## config.mk

```make
export PLATFORM = sky130hd
export DESIGN_NAME = conv_complex_stream
export DESIGN_NICKNAME = d
export VERILOG_FILES = /design/src/rtl/conv_pkg.sv /design/src/rtl/cmult_full_fixed.sv /design/src/rtl/conv_complex_stream.sv
export SDC_FILE = /design/constraint.sdc
export NUM_CORES = 1
export LEC_CHECK = 0
export CORE_AREA = 3 3 167 169
export CTS_CLUSTER_DIAMETER = 40
export DETAILED_ROUTE_END_ITERATION = 8
export DIE_AREA = 0 0 170 172
export HOLD_SLACK_MARGIN = 0.03
export PLACE_DENSITY = 0.81
export SYNTH_ARGS = -nofsm -noshare
export SYNTH_HDL_FRONTEND = slang
export SYNTH_SLANG_ARGS = --single-unit
```

## constraint.sdc

```tcl
create_clock -name clk -period 11.57 [get_ports clk]
set_input_delay 1.157 -clock clk [delete_from_list [all_inputs] [get_ports clk]]
set_output_delay 1.157 -clock clk [all_outputs]
set_load 0.05 [all_outputs]
```

## src/rtl/conv_pkg.sv

```systemverilog
// rtl/conv_pkg.sv - shared state type, width helpers and fixed-point constants for conv_complex_stream
package conv_pkg;

  typedef enum logic [1:0] {
    ST_IDLE   = 2'd0,
    ST_ACCEPT = 2'd1,
    ST_MAC    = 2'd2,
    ST_EMIT   = 2'd3
  } state_t;

  function automatic int word_length(input int qi, input int qf);
    return qi + qf;
  endfunction

  function automatic int prod_w(input int qi, input int qf);
    return 2 * word_length(qi, qf) + 1;
  endfunction

  function automatic int acc_w(input int qi, input int qf, input int k);
    return prod_w(qi, qf) + $clog2(k);
  endfunction

  function automatic int sat_hi(input int w);
    return (1 << (w - 1)) - 1;
  endfunction

  function automatic int sat_lo(input int w);
    return -(1 << (w - 1));
  endfunction

  function automatic int round_bias(input int qf);
    return 1 << (qf - 1);
  endfunction

  // {Re,Im} packing: Re occupies the upper w bits, both two's complement
  function automatic logic [63:0] pack_ri(input int re, input int im, input int w);
    logic [63:0] mask;
    mask = (64'd1 << w) - 64'd1;
    return ((64'(re) & mask) << w) | (64'(im) & mask);
  endfunction

  function automatic int unpack_re(input logic [63:0] d, input int w);
    logic [63:0] t;
    t = (d >> w) << (64 - w);
    return int'($signed(t) >>> (64 - w));
  endfunction

  function automatic int unpack_im(input logic [63:0] d, input int w);
    logic [63:0] t;
    t = d << (64 - w);
    return int'($signed(t) >>> (64 - w));
  endfunction

endpackage

```

## src/rtl/cmult_full_fixed.sv

```systemverilog
// rtl/cmult_full_fixed.sv - combinational full-precision complex multiply, 2*QF fractional bits out
module cmult_full_fixed
  import conv_pkg::*;
#(
  parameter int QI = 3,
  parameter int QF = 3,
  localparam int W   = word_length(QI, QF),
  localparam int P_W = prod_w(QI, QF)
) (
  input  logic [2*W-1:0]        a,
  input  logic [2*W-1:0]        b,
  output logic signed [P_W-1:0] p_re,
  output logic signed [P_W-1:0] p_im
);

  int ar, ai, br, bi;

  always_comb begin
    ar   = unpack_re(64'(a), W);
    ai   = unpack_im(64'(a), W);
    br   = unpack_re(64'(b), W);
    bi   = unpack_im(64'(b), W);
    p_re = P_W'(ar * br - ai * bi);
    p_im = P_W'(ar * bi + ai * br);
  end

endmodule

```

## src/rtl/conv_complex_stream.sv

```systemverilog
// rtl/conv_complex_stream.sv - streaming complex full convolution with one time-multiplexed MAC
module conv_complex_stream
  import conv_pkg::*;
#(
  parameter int QI          = 3,
  parameter int QF          = 3,
  parameter int KERNEL_LEN  = 3,
  parameter int MAX_SAMPLES = 100,
  localparam int W     = word_length(QI, QF),
  localparam int KA_W  = $clog2(KERNEL_LEN),
  localparam int CNT_W = $clog2(MAX_SAMPLES + KERNEL_LEN)
) (
  input  logic             clk,
  input  logic             rst,
  input  logic             k_wr_en,
  input  logic [KA_W-1:0]  k_wr_addr,
  input  logic [2*W-1:0]   k_wr_data,
  input  logic             start,
  input  logic [CNT_W-1:0] num_samples,
  input  logic             s_valid,
  input  logic [2*W-1:0]   s_data,
  output logic             s_ready,
  output logic             m_valid,
  output logic [2*W-1:0]   m_data,
  output logic             m_last,
  input  logic             m_ready,
  output logic             busy,
  output logic             done,
  output logic             overflow
);

  localparam int P_W   = prod_w(QI, QF);
  localparam int ACC_W = acc_w(QI, QF, KERNEL_LEN);
  localparam logic signed [ACC_W-1:0] RND    = ACC_W'(round_bias(QF));
  localparam logic signed [ACC_W-1:0] SAT_HI = ACC_W'(sat_hi(W));
  localparam logic signed [ACC_W-1:0] SAT_LO = ACC_W'(sat_lo(W));

  state_t                  state, state_n;
  logic [2*W-1:0]          tap [KERNEL_LEN];
  logic [2*W-1:0]          dl  [KERNEL_LEN];
  logic [CNT_W-1:0]        n_reg, in_cnt, out_cnt;
  logic [KA_W-1:0]         mac_k;
  logic signed [ACC_W-1:0] acc_re, acc_im, acc_re_n, acc_im_n;
  logic signed [P_W-1:0]   p_re, p_im;
  logic [W:0]              rs_re, rs_im;
  logic                    in_room, mac_last, out_last;

  // Returns {saturated, value}: round half-up, drop QF bits, clamp to W bits
  function automatic logic [W:0] rnd_sat(input logic signed [ACC_W-1:0] v);
    logic signed [ACC_W-1:0] r;
    r = (v + RND) >>> QF;
    if (r > SAT_HI)      return {1'b1, SAT_HI[W-1:0]};
    else if (r < SAT_LO) return {1'b1, SAT_LO[W-1:0]};
    else                 return {1'b0, r[W-1:0]};
  endfunction

  cmult_full_fixed #(.QI(QI), .QF(QF)) u_cmult (
    .a    (tap[mac_k]),
    .b    (dl[mac_k]),
    .p_re (p_re),
    .p_im (p_im)
  );

  assign in_room  = in_cnt < n_reg;
  assign mac_last = mac_k == KA_W'(KERNEL_LEN - 1);
  assign out_last = out_cnt == n_reg + CNT_W'(KERNEL_LEN - 2);
  assign acc_re_n = acc_re + ACC_W'(p_re);
  assign acc_im_n = acc_im + ACC_W'(p_im);
  assign rs_re    = rnd_sat(acc_re_n);
  assign rs_im    = rnd_sat(acc_im_n);
  assign busy     = state != ST_IDLE;
  assign m_last   = (state == ST_EMIT) && out_last;

  always_comb begin
    state_n = state;
    s_ready = 1'b0;
    m_valid = 1'b0;
    case (state)
      ST_IDLE:
        if (start && num_samples != '0) state_n = ST_ACCEPT;
      ST_ACCEPT: begin
        s_ready = in_room;
        // Once all samples are in, zeros are shifted in to flush the tail
        if (!in_room || s_valid) state_n = ST_MAC;
      end
      ST_MAC:
        if (mac_last) state_n = ST_EMIT;
      ST_EMIT: begin
        m_valid = 1'b1;
        if (m_ready) state_n = out_last ? ST_IDLE : ST_ACCEPT;
      end
      default: state_n = ST_IDLE;
    endcase
  end

  always_ff @(posedge clk) begin
    if (rst) begin
      state    <= ST_IDLE;
      for (int i = 0; i < KERNEL_LEN; i++) begin
        tap[i] <= '0;
        dl[i]  <= '0;
      end
      n_reg    <= '0;
      in_cnt   <= '0;
      out_cnt  <= '0;
      mac_k    <= '0;
      acc_re   <= '0;
      acc_im   <= '0;
      m_data   <= '0;
      done     <= 1'b0;
      overflow <= 1'b0;
    end else begin
      state <= state_n;
      done  <= 1'b0;
      case (state)
        ST_IDLE: begin
          if (k_wr_en && int'(k_wr_addr) < KERNEL_LEN) tap[k_wr_addr] <= k_wr_data;
          if (start) begin
            n_reg    <= num_samples;
            in_cnt   <= '0;
            out_cnt  <= '0;
            overflow <= 1'b0;
            for (int i = 0; i < KERNEL_LEN; i++) dl[i] <= '0;
            done     <= (num_samples == '0);
          end
        end
        ST_ACCEPT: begin
          acc_re <= '0;
          acc_im <= '0;
          mac_k  <= '0;
          if (!in_room || s_valid) begin
            dl[0] <= in_room ? s_data : '0;
            for (int i = 1; i < KERNEL_LEN; i++) dl[i] <= dl[i-1];
          end
          if (in_room && s_valid) in_cnt <= in_cnt + CNT_W'(1);
        end
        ST_MAC: begin
          acc_re <= acc_re_n;
          acc_im <= acc_im_n;
          mac_k  <= mac_k + KA_W'(1);
          if (mac_last) begin
            m_data <= (2*W)'(pack_ri(int'($signed(rs_re[W-1:0])), int'($signed(rs_im[W-1:0])), W));
            if (rs_re[W] || rs_im[W]) overflow <= 1'b1;
          end
        end
        ST_EMIT:
          if (m_ready) begin
            out_cnt <= out_cnt + CNT_W'(1);
            if (out_last) done <= 1'b1;
          end
        default: ;
      endcase
    end
  end

endmodule

```

==> impl_metrics.tcl <==
set metrics [dict create \
    die_area_um2 29240 \
    met2_usage_pct 44.33 \
    clockBufferDepth 2 \
    drt_iter0_drc 917 \
    grt_pass1_vias 11798 \
    vias_per_cell 5.700 \
    postCtsSetupBuffers 0 \
    synth_warnings 0 \
    wl_per_cell_um 17.64 \
    finalHoldViolations 0 \
    fin_setup_tns_ps 0 \
    async_flop_share_pct 0 \
    start_util_pct 56.63 \
    area_growth_pct 10.35 \
    synth_ff_type "edfxtp_1" \
    ys_seq_area_share_pct 26.06 \
    cp_slowest_cell "dfxtp_2" \
    grt_max_degree 62 \
    final.setup_skew_ps 14.48 \
    fin_crit_sh_pct 75.58 \
    fp.dieW_um 170 \
    avgSynthCellArea_um2 9.621 \
    worst_pin_slew_ps 1121 \
    place.gp.congestion 0.9496 \
    cp-start-kind "register" \
    maxSlewHeadroom_pct 25.24 \
    rsz0062_at_grt "no" \
    crit_fanout 35 \
    cts_resized 0 \
    finalNetCount 1963 \
    grt_use_total_pct 24.59 \
    grt_first_pass_wirelength_um 57170 \
    clockRootBuffer "clkbuf_16" \
    synthCells 1573 \
    slew_violations 0 \
    wirelength_um 34840 \
    nFillCells 2083 \
    numClockSinks 155 \
    synth_edf_count 84 \
    multi_input_area_um2 9947 \
    num_vias 11257 \
    cts_tree "built" \
    port_buffers 56 \
    status "complete, no violations" \
    drc_errors 0 \
    register_area_um2 3946 \
    worst-endpoint-required_ps 11870 \
    largest_reg_flops 48 \
    arrival_ps 9050 \
    htreeDepth 4 \
    fp.coreArea_um2 26730 \
    top_usage_layer "met2" \
    clk_pin_slew_ps 80 \
    critical-path-max-stage-delay_ps 1010 \
    end_kind "register" \
    drive_gt1_share_pct 4.896 \
    ios 57 \
    cts_made_buffers 17 \
    first_pass_iters 5 \
    fmax_ghz 0.1144 \
    diodes 0 \
    use_met1_pct 29.46 \
    syn_area_um2 15130 \
    hp-class "register to register" \
    rows 60 \
    layout_min_cycle_time_ps 8744 \
    grt_use_met3_pct 4.184 \
    final_antenna_net_count 0 \
    clk_latency_ps 450 \
    cp_cell_sequence "mux2i_1, nor2_1, a21oi_1, nor2_1, fa_1, inv_1, fa_1, inv_1, fa_1, fa_1, fa_1, inv_1, fa_1, inv_1, ha_1, or2_1, o311a_1, o21a_1, o211ai_1, and4_1, nor2_1, nor3_2, nor4bb_1, a31oi_1" \
    max_flop_register "tap" \
    synth_seq_cells 155 \
    cp_common_cell "fa_1" \
    hold_buffers 0 \
    grt_antenna_before_repair 0 \
    fp.dieH_um 172 \
    drv_cap 0 \
    synthDistinctLibCells 78 \
    path_class "register to register" \
    post-dp-hpwl_um 26710 \
    grt-ovfl-total 0 \
    largestRegisters "tap (48), dl (36)" \
    setup_violations 0 \
]
## cell type report
| cell class | count | area share, % |
|---|---|---|
| Inverter | 294 | 6.608 |
| Tap cell | 341 | 2.555 |
| Multi-Input combinational cell | 1087 | 59.56 |
| Sequential cell | 155 | 23.63 |
| Clock inverter | 15 | 1.296 |
| Timing Repair Buffer | 66 | 3.806 |
| Clock buffer | 17 | 2.547 |
## kinds of logic (layout without fill, tap and decap cells)
group | after synthesis | count (layout) | synth area share [%]
DFF | 155 | 155 | 26.06
adders and majority gates | 303 | 303 | 34.42
buffers and inverters | 342 | 392 | 8.540
and+or+nand+nor | 458 | 458 | 15.09
muxes | 39 | 39 | 2.794
AOI/OAI and AO/OA | 222 | 222 | 10.00
other | 1 | 12 | 0.02478
xor gates and xnor gates | 53 | 53 | 3.067
## routing by layer
metal,part of all wire (%),vias to the layer above
met3,5.9,99
li1,-,5200
met5,0,-
met4,3.6,0
met2,51,385
met1,39,5573
## path summary, 6_finish.rpt
kind,slack [ps],cells past startpoint,start,end
setup / recovery,2830,24,register,overflow
hold / removal,470,2,acc_im[4],acc_im[4]
setup reg to reg,2830,24,register,overflow
hold reg to reg,470,2,acc_im[4],acc_im[4]
## stage by stage
stage | utilization [%] | instance area [um2] | hold WS (ps) | cells | setup WS [ps]
2_1_floorplan | - | 15180 | 425.0 | 1584 | 3451
3_3_place_gp | 60.09 | 16060 | 443.0 | 1943 | 3001
3_5_place_dp | 60.09 | 16060 | 452.1 | 1943 | 2951
4_1_cts | 62.49 | 16700 | 474.3 | 1975 | 2902
5_1_grt | 62.49 | 16700 | 505.4 | 1975 | 2470
6_report | 62.49 | 16700 | 474.0 | 1975 | 2826
## placed cells by master, fill, tap and decap left out, types with 7 or more instances in the layout
cell type,Yosys,final
nor3_1,15,15
nand4_1,10,10
a22o_1,24,24
a31oi_1,8,8
nand3_1,22,21
and3_1,8,8
clkbuf_16,0,17
xnor2_1,34,34
o21ai_1,11,11
xor2_1,19,19
buf_4,0,10
nand2_1,117,117
mux2i_1,25,25
dfxtp_1,71,69
or2_2,10,10
nor2b_1,7,7
nor2_1,126,125
nor3b_1,7,7
and2_1,79,79
edfxtp_1,84,84
conb_1,1,12
clkinv_8,0,10
clkdlybuf4s50_1,0,56
ha_1,114,114
a21o_1,10,10
nand2b_1,17,17
a21oi_1,36,36
o21a_1,23,23
o211ai_1,10,10
inv_1,293,293
o21ai_0,55,55
fa_1,189,189
mux2_2,12,12
## cells in the mapped netlist, drive strengths merged, types with 10 or more instances
master	number	share of area, %
o211ai	10	0.50
dfxtp	71	9.4
edfxtp	84	17
mux2i	25	1.7
nand3	22	0.73
xnor2	34	2.0
clkbuf	40	0.99
a21oi	36	1.2
nand2	118	2.9
a22o	24	1.4
o21ai	66	2.2
or2	14	0.58
nand4	10	0.41
and2	80	3.3
a21o	10	0.50
inv	293	7.3
fa	189	25
nor3	16	0.56
xor2	19	1.1
nor2	126	3.1
o21a	23	1.1
mux2	13	0.99
nand2b	17	0.70
ha	114	9.4
## critical path, delay by kind of cell, from the launching register on
| kind | cells | cell delay (ps) |
|---|---|---|
| and+or+nand+nor | 7 | 1900 |
| muxes | 1 | 270 |
| AOI/OAI and AO/OA | 5 | 1790 |
| buffers and inverters | 4 | 220 |
| adders and majority gates | 7 | 3420 |
| DFF | 1 | 1010 |
Power is left out: the tool's default activity adds up to more than one toggle a clock period on the data nets, which glitch-free logic cannot reach.
